File: src/rtl/store_mem_writer.sv
// store_mem_writer
//   Execute-side store unit. Takes decoded store fields, forms the effective address
//   (rs1_data + sext(imm)) and issues byte-enabled word writes to the data memory with a
//   req/ack handshake. Only one store is in flight at a time.
//
//   Build option: define STORE_SPLIT_EN to split misaligned SH/SW into two word beats.
//   Without it, a misaligned SH/SW is rejected with st_fault, cause 01.
//
// Ports
//   clk, reset                  rising-edge clock, asynchronous active-high reset
//   st_valid / st_ready         command handshake
//   store_control               SB / SH / SW / STR_NOP encoding
//   rs1_data, rs2_data, imm     base, store data, signed 12-bit offset
//   mem_req / mem_ack           memory beat handshake; addr/wdata/be stable while mem_req
//   mem_addr, mem_wdata, mem_be word address, lane-aligned data, byte enables
//   st_done, st_fault           one-cycle completion / abort pulses
//   fault_cause, fault_addr     01 misaligned, 10 timeout; effective address of the store
`timescale 1ns/1ps

module store_mem_writer #(
  parameter int unsigned TIMEOUT_CYC = 255  // req cycles per beat before abort; 0 = wait forever
) (
  input  logic        clk,
  input  logic        reset,
  input  logic        st_valid,
  output logic        st_ready,
  input  logic [2:0]  store_control,
  input  logic [31:0] rs1_data,
  input  logic [31:0] rs2_data,
  input  logic [11:0] imm,
  output logic        mem_req,
  output logic [31:0] mem_addr,
  output logic [31:0] mem_wdata,
  output logic [3:0]  mem_be,
  input  logic        mem_ack,
  output logic        st_done,
  output logic        st_fault,
  output logic [1:0]  fault_cause,
  output logic [31:0] fault_addr
);

  // Store encodings shared with the decoder.
  localparam logic [2:0] STR_NOP = 3'b000;
  localparam logic [2:0] SB      = 3'b001;
  localparam logic [2:0] SH      = 3'b010;
  localparam logic [2:0] SW      = 3'b011;

`ifdef STORE_SPLIT_EN
  localparam bit SPLIT_EN = 1'b1;
`else
  localparam bit SPLIT_EN = 1'b0;
`endif

  typedef enum logic [1:0] {IDLE, BEAT0, BEAT1, RESP} state_t;

  state_t      state_q, state_d;
  logic [31:0] ea;
  logic [1:0]  off;
  logic [3:0]  mask;
  logic        is_store;
  logic        aligned;
  logic        tmo;
  logic [3:0]  lo_be, hi_be, hi_be_q;
  logic [31:0] lo_data, hi_data, hi_data_q;
  logic [31:0] cnt_q;
  logic        split_q;
  logic        fault_q;

  assign ea  = rs1_data + {{20{imm[11]}}, imm};
  assign off = ea[1:0];

  always_comb begin
    mask    = 4'b0000;
    aligned = 1'b1;
    case (store_control)
      SB:      mask = 4'b0001;
      SH: begin
        mask    = 4'b0011;
        aligned = (off != 2'd3);
      end
      SW: begin
        mask    = 4'b1111;
        aligned = (off == 2'd0);
      end
      STR_NOP: mask = 4'b0000;
      default: mask = 4'b0000;
    endcase
  end

  assign is_store = (mask != 4'b0000);

  // Lane placement: the low word is beat0, anything shifted past lane 3 spills into beat1.
`ifdef STORE_SPLIT_EN
  logic [7:0]  be_wide;
  logic [63:0] data_wide;
  assign be_wide   = {4'b0000, mask} << off;
  assign data_wide = {32'h0, rs2_data} << {off, 3'b000};
  assign lo_be     = be_wide[3:0];
  assign hi_be     = be_wide[7:4];
  assign lo_data   = data_wide[31:0];
  assign hi_data   = data_wide[63:32];
`else
  assign lo_be     = mask << off;
  assign lo_data   = rs2_data << {off, 3'b000};
  assign hi_be     = 4'b0000;
  assign hi_data   = 32'h0;
`endif

  // Ack in the last allowed cycle still wins over the timeout.
  assign tmo = (TIMEOUT_CYC != 0) && (cnt_q == TIMEOUT_CYC - 1);

  // State register
  always_ff @(posedge clk or posedge reset) begin
    if (reset) state_q <= IDLE;
    else       state_q <= state_d;
  end

  // Next state
  always_comb begin
    state_d = state_q;
    unique case (state_q)
      IDLE: begin
        if (st_valid) begin
          if (!is_store)                  state_d = RESP;
          else if (aligned || SPLIT_EN)   state_d = BEAT0;
          else                            state_d = RESP;
        end
      end
      BEAT0: begin
        if (mem_ack)  state_d = split_q ? BEAT1 : RESP;
        else if (tmo) state_d = RESP;
      end
      BEAT1: begin
        if (mem_ack || tmo) state_d = RESP;
      end
      RESP:    state_d = IDLE;
      default: state_d = IDLE;
    endcase
  end

  // Outputs decoded from state
  always_comb begin
    st_ready = (state_q == IDLE);
    mem_req  = (state_q == BEAT0) || (state_q == BEAT1);
    st_done  = (state_q == RESP) && !fault_q;
    st_fault = (state_q == RESP) && fault_q;
  end

  // Beat datapath, per-beat wait counter and fault capture
  always_ff @(posedge clk or posedge reset) begin
    if (reset) begin
      mem_addr    <= 32'h0;
      mem_wdata   <= 32'h0;
      mem_be      <= 4'b0000;
      hi_be_q     <= 4'b0000;
      hi_data_q   <= 32'h0;
      cnt_q       <= 32'h0;
      split_q     <= 1'b0;
      fault_q     <= 1'b0;
      fault_cause <= 2'b00;
      fault_addr  <= 32'h0;
    end else begin
      unique case (state_q)
        IDLE: begin
          if (st_valid) begin
            mem_addr    <= {ea[31:2], 2'b00};
            mem_be      <= lo_be;
            mem_wdata   <= lo_data;
            hi_be_q     <= hi_be;
            hi_data_q   <= hi_data;
            cnt_q       <= 32'h0;
            split_q     <= SPLIT_EN && is_store && !aligned;
            fault_q     <= !SPLIT_EN && is_store && !aligned;
            fault_cause <= (!SPLIT_EN && is_store && !aligned) ? 2'b01 : 2'b00;
            fault_addr  <= ea;
          end
        end
        BEAT0, BEAT1: begin
          if (mem_ack) begin
            cnt_q <= 32'h0;
            if (state_q == BEAT0 && split_q) begin
              mem_addr  <= mem_addr + 32'd4;  // wraps at the top of the address space
              mem_be    <= hi_be_q;
              mem_wdata <= hi_data_q;
            end
          end else if (tmo) begin
            fault_q     <= 1'b1;
            fault_cause <= 2'b10;
          end else begin
            cnt_q <= cnt_q + 32'd1;
          end
        end
        default: ;
      endcase
    end
  end

endmodule
File: config.mk
export PLATFORM = sky130hd
export DESIGN_NAME = store_mem_writer
export DESIGN_NICKNAME = d
export VERILOG_FILES = /design/src/rtl/store_mem_writer.sv
export SDC_FILE = /design/constraint.sdc
export NUM_CORES = 1
export LEC_CHECK = 0
export ABC_AREA = 0
export CELL_PAD_IN_SITES_DETAIL_PLACEMENT = 0
export CELL_PAD_IN_SITES_GLOBAL_PLACEMENT = 1
export CORE_MARGIN = 3
export CORE_UTILIZATION = 40
export CTS_BUF_LIST = sky130_fd_sc_hd__clkbuf_16
export CTS_CLUSTER_SIZE = 16
export DETAILED_ROUTE_END_ITERATION = 10
export HOLD_SLACK_MARGIN = 0.02
export MAX_ROUTING_LAYER = met4
export PLACE_DENSITY = 0.95
export SLEW_MARGIN = 40
export SYNTH_ARGS = -nofsm -noshare
export SYNTH_HDL_FRONTEND = slang
export SYNTH_SLANG_ARGS = --single-unit
export TNS_END_PERCENT = 50
File: constraint.sdc
create_clock -name clk -period 11.5 [get_ports clk]
set_input_delay 1.15 -clock clk [delete_from_list [all_inputs] [get_ports clk]]
set_output_delay 1.15 -clock clk [all_outputs]
set_load 0.03 [all_outputs]
# After elaboration in Yosys (flattened, before gate mapping)
# Cells that the tools add are included.
dict set report totals {
  reg_bits 137
  out_inout_bits 106
}
dict set report classes {
  add_sub_neg 2
  n_eq_ne 15
  shifts 2
  muxes 28
  bitwise 1
  reduce_logical 17
}
# cell n
set ops {}
lappend ops {{$mux 32} 7}
lappend ops {{$pmux 32 s2} 1}
lappend ops {{$add 32x1->32 const B} 1}
lappend ops {{$add 32x32->32} 1}
lappend ops {{$eq 32x8->1 const B} 1}
lappend ops {{$shl 32x5->32} 1}
lappend ops {{$mux 2} 9}
lappend ops {{$ne 2x2->1 const B} 6}
lappend ops {{$pmux 4 s3} 1}
lappend ops {{$mux 4} 2}
lappend ops {{$pmux 2 s4} 1}
lappend ops {{$reduce_and 4->1} 2}
lappend ops {{$eq 3x2->1 const B} 2}
lappend ops {{$ne 3x3->1 const B} 2}
lappend ops {{$reduce_and 3->1} 2}
lappend ops {{$eq 2x2->1 const B} 2}
lappend ops {{$logic_not 2->1} 2}
lappend ops {{$mux 1} 4}
lappend ops {{$pmux 1 s2} 2}
lappend ops {{$pmux 2 s2} 1}
lappend ops {{$reduce_bool 4->1} 1}
lappend ops {{$shl 4x2->4} 1}
lappend ops {{$eq 3x1->1 const B} 1}
lappend ops {{$logic_and 1x1->1} 3}
lappend ops {{other kinds (7)} 9}

# Longest topological paths before layout
# Gate-level depths: netlist of run 1.
dict set report depth {
  ltp_word 8
  depth_mapped 12
  depth_no_buf 10
}

# Least setup slack after synthesis of run 1
# OpenSTA, ideal clock, no wires.
dict set report synth_timing {
  kind {input to register}
  start {input st_valid}
  end {register cnt_q[29]}
  arrival_ps 3114
  required_time_ps 11422
  slack_ps 8308
  stages 9
  path_buffers 3
  cell_sequence {clkbuf_1 mux2_2 nand4_1 or4_1 buf_2 or3_1 clkbuf_2 or3_1 a21oi_1}
}
dict set report synth_between {
  elab_chain_len 2
}
# element line_no
set synth_rtl {}
lappend synth_rtl {{start, declared} 25} ;# input logic st_valid,
lappend synth_rtl {{$ne 2x2->1 (no line)} -}
lappend synth_rtl {{$reduce_and 3->1 (no line)} -}
lappend synth_rtl {{end signal, assigned} 190} ;# cnt_q <= cnt_q + 32'd1;
lappend synth_rtl {{end, declared} 65} ;# logic [31:0] cnt_q;
# Every way passes these cells.
# A chain may end at the register's enable or synchronous reset.

# Worst setup path in the final report of run 1
dict set report layout_timing {
  start {input imm[11]}
  end {register mem_addr[30]}
}
dict set report layout_between {
  elab_chain_len 3
}
# element line_no
set layout_rtl {}
lappend layout_rtl {{start, declared} 30} ;# input logic [11:0] imm,
lappend layout_rtl {{$add 32x32->32} 69} ;# assign ea = rs1_data + {{20{imm[11]}}, imm};
lappend layout_rtl {{$mux 32} 165} ;# if (st_valid) begin
lappend layout_rtl {{$mux 32} -}
lappend layout_rtl {{end signal, assigned} 166} ;# mem_addr <= {ea[31:2], 2'b00};
lappend layout_rtl {{end signal, assigned} 182} ;# mem_addr <= mem_addr + 32'd4;
lappend layout_rtl {{end, declared} 32} ;# output logic [31:0] mem_addr,
# Every way passes these cells. The select of a mux whose other input is x is not followed.

==> impl_summary.log, run 1 <==
[metrics] Cell Area, Synth: 0.007859 mm2
[metrics] area growth from synthesis to final layout: 33.64%
[metrics] upper clock frequency limit: roughly 250 MHz
[metrics] Overflow after GRT: 0
[metrics] cell breakdown of the critical path: clkdlybuf4s50_1 > ha_1 > a21o_1 > a21bo_2 > a31oi_1 > a21boi_0 > o31ai_1 > mux2i_1 > o21bai_1
[metrics] maximum number of buffers from clock root to sink: 2
[metrics] Sink Count: 135
[metrics] most common cell after layout, fill and taps aside: clkdlybuf4s50_1
[metrics] count of non-filler cells in the finished layout: 1347
[metrics] Primary FF master, synth: dfrtp_1
[metrics] most frequent cells in the layout: 186 x clkdlybuf4s50_1, 164 x nand2_1, 135 x dfrtp_1
[metrics] global-route usage over all layers: a little over a fifth
[metrics] Total Neg Setup Slack: 0 ns
[metrics] worst slack at placement: 7.029 ns
[metrics] count of H-tree levels built during CTS: 4
[metrics] Min-Delay Path Class: reg -> reg
[metrics] most area-hungry cell type in the Yosys netlist: dfrtp_1
[metrics] unrepaired setup endpoints after global routing: no
[metrics] DR DRC count: 0
[metrics] CP arrival: between 4 and 5 ns
[metrics] Critical Path Fanout Max: 21
[metrics] tightest slew margin relative to the limit: approximately 46%
[metrics] clock latency of the later-clocked register in the worst-skew pair: 0.41 ns
[metrics] Setup crit end kind: flip-flop
[metrics] clock slew at reported path FFs: 0.06 ns
[metrics] CORE AREA: 0.01902 mm2
[metrics] synthesized area per cell: 8.646 um2
[metrics] count of buffers from port buffering: 186
[metrics] Vias: 7070
[metrics] via count of the first global-routing pass: slightly below 7000
[metrics] Final Max Tran Viols: 0
[metrics] initial antenna violation count: 0
[metrics] CP bufs+invs: 1
[metrics] average vias per placed instance: 5.249
[metrics] pin slew with the least headroom to its limit: approximately 0.80 ns
[metrics] class of the most critical setup path: in -> reg
[metrics] area of the die: ~0.021 mm2
[metrics] number of cells after detailed placement: 1316
[metrics] portion of synthesized cell area occupied by the leading cell type: about 43%
[metrics] post-synthesis cell type count: 62
[metrics] Top Ports: 189
[metrics] horizontal die dimension: 146.2 um
[metrics] share of the clock period used by the worst path: 35.00%
[metrics] Detailed Place HPWL: between 15000 and 20000 um
[metrics] gate family responsible for the most delay along the worst path: compound AO/OA/AOI/OAI gates
[metrics] post-route clock skew: 0.006677 ns
[metrics] routed wire length per instance: 16.31 um
[metrics] buffers inserted during post-CTS setup optimization: 0
[metrics] number of warnings issued by yosys: 0
[metrics] Power Dens Cells: between 200 and 250 mW/mm2
[metrics] Period minus WS final: 4.025 ns
[metrics] max cap viols: 0
[metrics] layout cells sized above 1: under 10%
[metrics] Root Driver: clkbuf_16
[metrics] standby leakage power: 0.004594 uW
[metrics] Synth area leaders: dfrtp_1 43%, nand2_1 7.9%, o21ai_0 6.1%
[metrics] number of gates resized after CTS: 0
[metrics] Final Hold Violating Endpoints: 0
[metrics] sequential element share of the synthesized area: 42.99%
[metrics] required time worst endpoint: ~12 ns
[metrics] final count of negative-setup-slack endpoints: 0
[metrics] initial core utilization: 41.32%
[metrics] wirelength, routed: 21970 um
[metrics] # nets final: ~1200
[metrics] count of mapped cells out of synthesis: 909
[metrics] pin count of the biggest net entering global routing: 84
[metrics] VDD IR max: 0.1076 mV
[metrics] 1st-iter DRT viols: 440
[metrics] number of hold buffers added after CTS: 0
[metrics] number of diodes added for antenna fixing: 0
[metrics] count of state elements after synthesis: 135
[metrics] result of the run: complete, no violations
[metrics] Final ANT Viol Nets: 0
[metrics] clock tree from TritonCTS: done
[metrics] number of flops mapped to enable cells by yosys: 0
[metrics] crit path launch type: primary input
[metrics] cell row count: 50
[metrics] proportion of synthesized flip-flops having asynchronous set or reset: 100.0%
[metrics] Max stage delay on crit path: 0.85 ns
[metrics] first-pass GRT wire length: approximately 36000 um
[metrics] overall die height: 146.2 um
[metrics] Placer Congestion: between 0.9 and 1
[metrics] final worst setup slack: 7.475 ns
[metrics] number of search-and-repair iterations in the first detailed-routing pass: 5
[metrics] number of buffers created by CTS: 17
[metrics] slowest CP cell: clkdlybuf4s50_1
## registers in the layout, summed over array words and instances (netlist names)
signal       count
mem_wdata       32
cnt_q           32
mem_addr        30
mem_be           4
state_q          2
fault_q          1
fault_cause      2
fault_addr      32
## metrics by stage
stage | cell area [um2] | hold WS (ns) | power (uW) | utilization [%]
2_1_floorplan | 7863 | 0.4672 | 1429 | -
3_5_place_dp | 9942 | 0.4572 | 1929 | 52.28
6_report | 10500 | 0.4673 | 2439 | 55.22
3_3_place_gp | 9927 | 0.4522 | 1907 | 52.20
5_1_grt | 10500 | 0.4838 | 2583 | 55.22
4_1_cts | 10500 | 0.4711 | 2460 | 55.22
## tightest hold or removal path: cells and delay by family, from the launching register on
kind	cells	cell delay [ns]
simple gates	2	0.10
flops	1	0.34
## synth_stat cells (all sizes together), types with 10 or more instances
cell / number
xor2: 23
xnor2: 17
nand2: 166
nor2b: 17
a21oi: 64
nand4: 18
nand3: 27
a21o: 14
o21ai: 96
inv: 18
dfrtp: 135
mux2i: 18
nor2: 65
clkbuf: 39
a211oi: 10
or3: 14
o21a: 10
ha: 38
o31ai: 19
## area by class of cell
type	count	area (um2)
Clock buffer	17	425.4
Clock inverter	14	135.1
Fill cell	1756	8516
Inverter	19	76.32
Multi-Input combinational cell	711	4259
Sequential cell	135	3378
Tap cell	260	325.3
Timing Repair Buffer	191	1903
## power breakdown
| part | leakage [uW] | total (uW) | switching, uW | internal, uW |
|---|---|---|---|---|
| registers | 0.00175 | 731 | 95.1 | 636 |
| logic | 0.00257 | 1180 | 735 | 449 |
| clock network | 0.000267 | 524 | 209 | 315 |
| total | 0.00459 | 2440 | 1040 | 1400 |
## final timing paths
| kind | startpoint | to | slack, ns | depth (start not counted) |
|---|---|---|---|---|
| max in group asynchronous | reset | fault_addr[23] | 9.25 | 3 |
| max | imm[11] | mem_addr[30] | 7.47 | 9 |
| min in group asynchronous | reset | fault_addr[2] | 1.15 | 2 |
| min | mem_wdata[5] | mem_wdata[5] | 0.47 | 2 |
| min reg2reg | mem_wdata[5] | mem_wdata[5] | 0.47 | 2 |
| max reg2reg | state_q[0] | cnt_q[30] | 8.49 | 9 |
## cells by family (layout without fill, tap and decap cells)
group                    count (synthesis)  count (layout)  share of synthesized area, %
AO/OA/AOI/OAI                          256             256                         19.66
AND/OR/NAND/NOR                        354             354                         20.76
XOR/XNOR                                40              40                         4.458
other                                    1               2                       0.04772
adder cells (fa/ha/maj)                 39              39                         6.305
flip-flops                             135             135                         42.99
multiplexers                            20              20                         2.579
buffers and inverters                   64             241                         3.200
## routing by layer
| metal | routed length (um) | share of wire [%] | GRT usage, % | vias to the layer above |
|---|---|---|---|---|
| met2 | 10800 | 49 | 34.50 | 143 |
| li1 | - | - | - | 3552 |
| met3 | 640 | 2.9 | 3.662 | 25 |
| met5 | 0 | 0 | - | - |
| met4 | 416 | 1.9 | 5.362 | 0 |
| met1 | 10120 | 46 | 27.24 | 3350 |
Power figures use the tool's default switching activity.
==> run 2: changes to the inputs <==
Settings changed: CORE_UTILIZATION 40 to 37, PLACE_DENSITY 0.95 to 0.91.
Clock period 11.5 ns to 3.76 ns, I/O delays scaled along.
==> impl_summary.log, run 2 (synthesized netlist as in run 1, its figures left out) <==
[metrics] result of the run: complete, no violations
[metrics] final worst setup slack: 0.8063 ns (-6.668 ns)
[metrics] area of the die: 0.02303 mm2 (+7.8%)
[metrics] max cap viols: 0 (unchanged)
[metrics] pin count of the biggest net entering global routing: 69 (-18%)
[metrics] clock latency of the later-clocked register in the worst-skew pair: 0.42 ns (about the same)
[metrics] number of buffers created by CTS: 17 (unchanged)
[metrics] share of the clock period used by the worst path: 78.56%
[metrics] DR DRC count: 0 (unchanged)
[metrics] largest registers: cnt_q: 32 flops, fault_addr: 32 flops, mem_wdata: 32 flops
[metrics] top routing layer in use: met4
[metrics] power dissipated by switching net loads: 3218 uW (+210%)
[metrics] most frequent cells in the layout: 186 x clkdlybuf4s50_1, 164 x nand2_1, 135 x dfrtp_1
[metrics] Power Dens Cells: 716.1 mW/mm2 (+210%)
[metrics] worst reg2reg path depth: 9 (unchanged)
[metrics] Top Ports: 189 (unchanged)
[metrics] combinational power share: 48.0% (-0.6 points)
[metrics] Final Max Tran Viols: 0 (unchanged)
[metrics] VDD IR max: 0.3331 mV (+210%)
[metrics] tightest slew margin relative to the limit: 49.71% (+3.3 points)
[metrics] maximum number of buffers from clock root to sink: 2 (unchanged)
[metrics] Critical Path Fanout Max: 9 (-57%)
[metrics] Overflow after GRT: 0 (unchanged)
[metrics] CORE AREA: 0.02056 mm2 (+8.1%)
[metrics] Total Neg Setup Slack: 0 ns (unchanged)
[metrics] routed wire length per instance: 16.69 um (+2.3%)
[metrics] startpoint of the worst register-to-register path: state_q[0]
[metrics] buffers inserted during post-CTS setup optimization: 0 (unchanged)
[metrics] area after detailed placement: 0.01002 mm2 (+0.74%)
[metrics] length of routed met2 wiring: 11050 um (+2.3%)
[metrics] horizontal die dimension: 151.7 um (+3.8%)
[metrics] crit path launch type: flip-flop
[metrics] number of search-and-repair iterations in the first detailed-routing pass: 5 (unchanged)
[metrics] crit path from: state_q[0]
[metrics] Setup crit end kind: flip-flop
[metrics] number of hold buffers added after CTS: 0 (unchanged)
[metrics] wirelength, routed: 22810 um (+3.8%)
[metrics] standby leakage power: 0.004649 uW (+1.2%)
[metrics] Clock power frac: 22.5% (+1.0 points)
[metrics] first-pass GRT wire length: 36120 um (+0.96%)
[metrics] unrepaired setup endpoints after global routing: no
[metrics] switching portion of total power: 42.32% (-0.28 points)
[metrics] setup slack of the most critical reg-to-reg path: 0.81 ns (-7.68 ns)
[metrics] global-route usage over all layers: 20.51% (-0.54 points)
[metrics] # nets final: 1206 (+0.75%)
[metrics] pin slew with the least headroom to its limit: 0.7486 ns (-0.05206 ns)
[metrics] sequential cell fraction of total power: 29.5% (-0.5 points)
[metrics] CP arrival: 3.25 ns (-1.04 ns)
[metrics] number of diodes added for antenna fixing: 0 (unchanged)
[metrics] required time worst endpoint: 4.05 ns (-7.71 ns)
[metrics] class of the most critical setup path: reg -> reg
[metrics] initial antenna violation count: 0 (unchanged)
[metrics] Met3 Wirelength: 780 um (+22%)
[metrics] Detailed Place HPWL: 17250 um (+5.6%)
[metrics] Min-Delay Path Class: in -> async
[metrics] layout cells sized above 1: 6.016% (+0.77 points)
[metrics] clock tree from TritonCTS: done
[metrics] worst slack at placement: 0.5267 ns (-6.502 ns)
[metrics] area growth from synthesis to final layout: 35.12%
[metrics] count of H-tree levels built during CTS: 4 (unchanged)
[metrics] final non-filler cell area: 0.01062 mm2 (+1.1%)
[metrics] Period minus WS final: 2.954 ns
[metrics] number of gates resized after CTS: 0 (unchanged)
[metrics] average vias per placed instance: 5.233 (-0.29%)
[metrics] count of buffers from port buffering: 186 (unchanged)
[metrics] endpoint of the most critical setup path: cnt_q[30]
[metrics] Reg2Reg Capture Point: cnt_q[30]
[metrics] Placer Congestion: 0.8981 (-0.92%)
[metrics] cell row count: 52 (+4.0%)
[metrics] 1st-iter DRT viols: 531 (+21%)
[metrics] overall die height: 151.7 um (+3.8%)
[metrics] Root Driver: clkbuf_16
[metrics] design internal power: 4386 uW (+210%)
[metrics] clock slew at reported path FFs: 0.06 ns (about the same)
[metrics] final count of negative-setup-slack endpoints: 0 (unchanged)
[metrics] Final ANT Viol Nets: 0 (unchanged)
[metrics] met1 WL: 10350 um (+2.2%)
[metrics] upper clock frequency limit: approximately 340 MHz
[metrics] post-route clock skew: 0.009457 ns (+0.002779 ns)
[metrics] Vias: 7154 (+1.2%)
[metrics] via count of the first global-routing pass: 6956 (+0.13%)
[metrics] Final Hold Violating Endpoints: 0 (unchanged)
[metrics] Sink Count: 135 (unchanged)
[metrics] most common cell after layout, fill and taps aside: clkdlybuf4s50_1
[metrics] initial core utilization: 38.22% (-3.1 points)
[run 2: power by group through the flow]
stage | logic [uW] | clock network (uW) | registers, uW
floorplan | 1250 | 0 | 3120
global placement | 3640 | 0 | 2250
detailed placement | 3680 | 0 | 2260
CTS | 3680 | 1740 | 2250
global route | 3940 | 1820 | 2300
finish | 3650 | 1710 | 2240
[run 2: layout make-up]
cell class              instances  area (um2)
multi-input cells             711        4245
clock buffers                  17       425.4
fillers                      1930        9941
well taps                     270       337.8
repair buffers                200        1979
clock inverters                15       177.7
inverters                      19       75.07
flip-flops and latches        135        3378
[run 2: metrics by stage]
step                      power, uW  instances  hold slack [ns]  utilization [%]
after floorplan                4370        910           0.4672                -
after global placement         5889       1335           0.4521            48.72
after detailed placement       5937       1335           0.4554            48.72
after CTS                      7673       1367           0.3844            51.65
after global routing           8061       1367           0.4335            51.65
final                          7605       1367           0.3821            51.65
[run 2: critical path, stage by stage, from the launching register on]
cell     delay (ns)
dfrtp_1        0.42
inv_1          0.12
ha_1           0.36
mux2_2         0.26
nand4_1        0.11
or4_2          0.70
nor3_1         0.46
nand4_1        0.19
xor2_1         0.18
nor2_1         0.05
[run 2: worst min path at each step]
stage,to,slack [ns],cells past startpoint
5_1_grt,mem_addr[9],0.43,2
3_3_place_gp,mem_wdata[1],0.45,2
4_1_cts,mem_addr[7],0.38,2
3_5_place_dp,mem_wdata[7],0.46,2
2_1_floorplan,cnt_q[13],0.47,1
6_report,mem_addr[7],0.38,2
[run 2: per-layer routing]
metal  vias to the layer above  global-route usage (%)
met3                        35                   2.499
li1                       3570                       -
met5                         -                       -
met1                      3365                   27.41
met4                         0                   7.862
met2                       184                   32.11
==> run 3: changes to the inputs <==
Settings changed: CORE_UTILIZATION 37 to 34, PLACE_DENSITY 0.91 to 0.89.
Clock period 3.76 ns to 2.4 ns, I/O delays scaled along.
==> impl_summary.log, run 3 (synthesized netlist as in run 1, its figures left out) <==
[metrics] result of the run: complete, no violations
[metrics] initial antenna violation count: 0 (unchanged)
[metrics] first-pass GRT wire length: 39630 um (+9.7%)
[metrics] Vias: 7700 (+7.6%)
[metrics] max cap viols: 0 (unchanged)
[metrics] upper clock frequency limit: 418.4 MHz (+24%)
[metrics] Placer Congestion: 0.9098 (+1.3%)
[metrics] Reg2Reg Capture Point: cnt_q[31]
[metrics] final count of negative-setup-slack endpoints: 0 (unchanged)
[metrics] number of diodes added for antenna fixing: 0 (unchanged)
[metrics] unrepaired setup endpoints after global routing: yes
[metrics] final hold slack: 0.1720 ns (-0.2101 ns)
[metrics] cell breakdown of the critical path: inv_2 > ha_4 > mux2_4 > nand4_1 > or4_4 > or3_4 > or3_4 > a21oi_2
[metrics] CP arrival: 2.74 ns (-0.51 ns)
[metrics] via count of the first global-routing pass: 7615 (+9.5%)
[metrics] Overflow after GRT: 0 (unchanged)
[metrics] Detailed Place HPWL: 19560 um (+13%)
[metrics] fill cell count: 2065 (+7.0%)
[metrics] CORE AREA: 0.02230 mm2 (+8.4%)
[metrics] number of search-and-repair iterations in the first detailed-routing pass: 7 (+2)
[metrics] setup slack of the most critical reg-to-reg path: 0.01 ns (-0.80 ns)
[metrics] Final Max Tran Viols: 0 (unchanged)
[metrics] count of buffers from port buffering: 186 (unchanged)
[metrics] final non-filler cell area: 0.01190 mm2 (+12%)
[metrics] share of the clock period used by the worst path: 99.60% (+21 points)
[metrics] Min-Delay Path Class: in -> async
[metrics] tightest slew margin relative to the limit: 56.16% (+6.5 points)
[metrics] global-route usage over all layers: 20.67% (+0.16 points)
[metrics] wirelength, routed: 25170 um (+10%)
[metrics] slowest CP cell: or4_4
[metrics] Power Dens Cells: 1048 mW/mm2 (+46%)
[metrics] worst reg2reg path depth: 8 (-1)
[metrics] average vias per placed instance: 5.086 (-2.8%)
[metrics] startpoint of the worst register-to-register path: state_q[1]
[metrics] Max stage delay on crit path: 0.44 ns (-0.26 ns)
[metrics] maximum number of buffers from clock root to sink: 2 (unchanged)
[metrics] largest registers: cnt_q: 32 flops, fault_addr: 32 flops, mem_wdata: 32 flops
[metrics] standby leakage power: 0.005374 uW (+16%)
[metrics] horizontal die dimension: 158.0 um (+4.1%)
[metrics] number of buffers created by CTS: 17 (unchanged)
[metrics] Setup crit end kind: flip-flop
[metrics] Total Neg Setup Slack: 0 ns (unchanged)
[metrics] Final Hold Violating Endpoints: 0 (unchanged)
[metrics] Final ANT Viol Nets: 0 (unchanged)
[metrics] Top Ports: 189 (unchanged)
[metrics] routed wire length per instance: 16.63 um (-0.38%)
[metrics] initial core utilization: 35.25% (-3.0 points)
[metrics] Root Driver: clkbuf_16
[metrics] pin count of the biggest net entering global routing: 35 (-49%)
[metrics] cell row count: 54 (+3.8%)
[metrics] most frequent cells in the layout: 182 x clkdlybuf4s50_1, 164 x nand2_1, 149 x buf_4
[metrics] area of the die: 0.02498 mm2 (+8.5%)
[metrics] area growth from synthesis to final layout: 51.36%
[metrics] required time worst endpoint: 2.75 ns (-1.30 ns)
[metrics] # nets final: 1344 (+11%)
[metrics] most repeated library cell on the critical path: or3_4
[metrics] layout cells sized above 1: 18.72% (+13 points)
[metrics] crit path launch type: flip-flop
[metrics] VDD IR max: 0.4966 mV (+49%)
[metrics] most common cell after layout, fill and taps aside: clkdlybuf4s50_1
[metrics] clock tree from TritonCTS: done
[metrics] post-route clock skew: 0.01171 ns (+0.002254 ns)
[metrics] clock slew at reported path FFs: 0.06 ns (about the same)
[metrics] DR DRC count: 0 (unchanged)
[metrics] Period minus WS final: 2.390 ns (-0.5634 ns)
[metrics] overall die height: 158.0 um (+4.1%)
[metrics] pin slew with the least headroom to its limit: 0.6552 ns (-0.09348 ns)
[metrics] class of the most critical setup path: reg -> reg
[metrics] area after detailed placement: 0.01105 mm2 (+10%)
[metrics] 1st-iter DRT viols: 491 (-7.5%)
[metrics] Critical Path Fanout Max: 5 (-4)
[metrics] clock latency of the later-clocked register in the worst-skew pair: 0.43 ns (about the same)
[metrics] count of H-tree levels built during CTS: 4 (unchanged)
[metrics] Sink Count: 135 (unchanged)
run 3: changes by cell type in the layout (fill, tap and decap cells not counted), moves of 3 or more:
| cell | previous run | this run |
|---|---|---|
| a21boi_1 | 0 | 3 |
| clkdlybuf4s50_1 | 186 | 182 |
| nor2_1 | 64 | 61 |
| ha_1 | 38 | 33 |
| xnor2_1 | 17 | 14 |
| buf_4 | 13 | 149 |
| o21ai_0 | 96 | 92 |
| dlymetal6s2s_1 | 0 | 3 |
| xnor2_2 | 0 | 3 |
| a21boi_0 | 3 | 0 |
| inv_6 | 3 | 0 |
| ha_4 | 0 | 5 |
| o21ai_1 | 0 | 4 |
run 3: per-stage QoR:
step / instances / util, % / power (uW) / setup WS (ns)
3_3_place_gp: 1480 / 49.58 / 9707 / -0.6395
4_1_cts: 1512 / 52.41 / 12450 / 0.005713
6_report: 1514 / 53.35 / 12470 / 0.009693
5_1_grt: 1514 / 53.35 / 13190 / -0.09019
3_5_place_dp: 1480 / 49.58 / 9809 / -0.6727
2_1_floorplan: 910 / - / 6846 / -0.4825
run 3: routing by layer:
| metal | up-vias | share of wire, % | wire length, um | GRT usage (%) |
|---|---|---|---|---|
| met4 | 0 | 2.7 | 673 | 7.046 |
| met1 | 3621 | 45 | 11270 | 26.95 |
| met2 | 201 | 49 | 12310 | 32.65 |
| met5 | - | 0 | 0 | - |
| li1 | 3841 | - | - | - |
| met3 | 37 | 3.6 | 914 | 3.663 |
run 3: worst max path at each step:
stage,slack (ns),start,to,cells after the start
final,0.01,state_q[1],cnt_q[31],8
after global routing,-0.09,state_q[1],cnt_q[29],8
after CTS,0.006,state_q[1],cnt_q[29],8
after detailed placement,-0.67,imm[11],fault_addr[30],9
after global placement,-0.64,rs1_data[0],fault_addr[30],11
after floorplan,-0.48,state_q[0],cnt_q[29],11
run 3: final cells by class:
class,instances,area [um2],area share [%]
clock buffer,17,425.4,3.576
clock inverter,14,145.1,1.220
inverter,19,75.07,0.6311
multi-input combinational,711,4483,37.69
sequential,135,3378,28.40
tap,280,350.3,2.945
timing repair buffer,338,3038,25.54
run 3: timing repair:
item	CTS	global route
pin swaps	5	20
setup buffers	1	2
resized for setup	16	38
gates cloned	0	0
hold buffers	0	0
endpoints found under the setup margin	35	42
run 3: power by group:
part           internal, uW  switching, uW  leakage (uW)
clock                  1600            987      0.000285
sequential             3050            459       0.00175
combinational          2630           3750       0.00334
run 3: worst max-delay path: cells and delay by family (launching register included):
family                     cells  cell delay (ns)
muxes                          1             0.15
buffers and inverters          1             0.08
and+or+nand+nor                4             1.32
adders and majority gates      1             0.27
DFF                            1             0.38
AOI/OAI and AO/OA              1             0.12
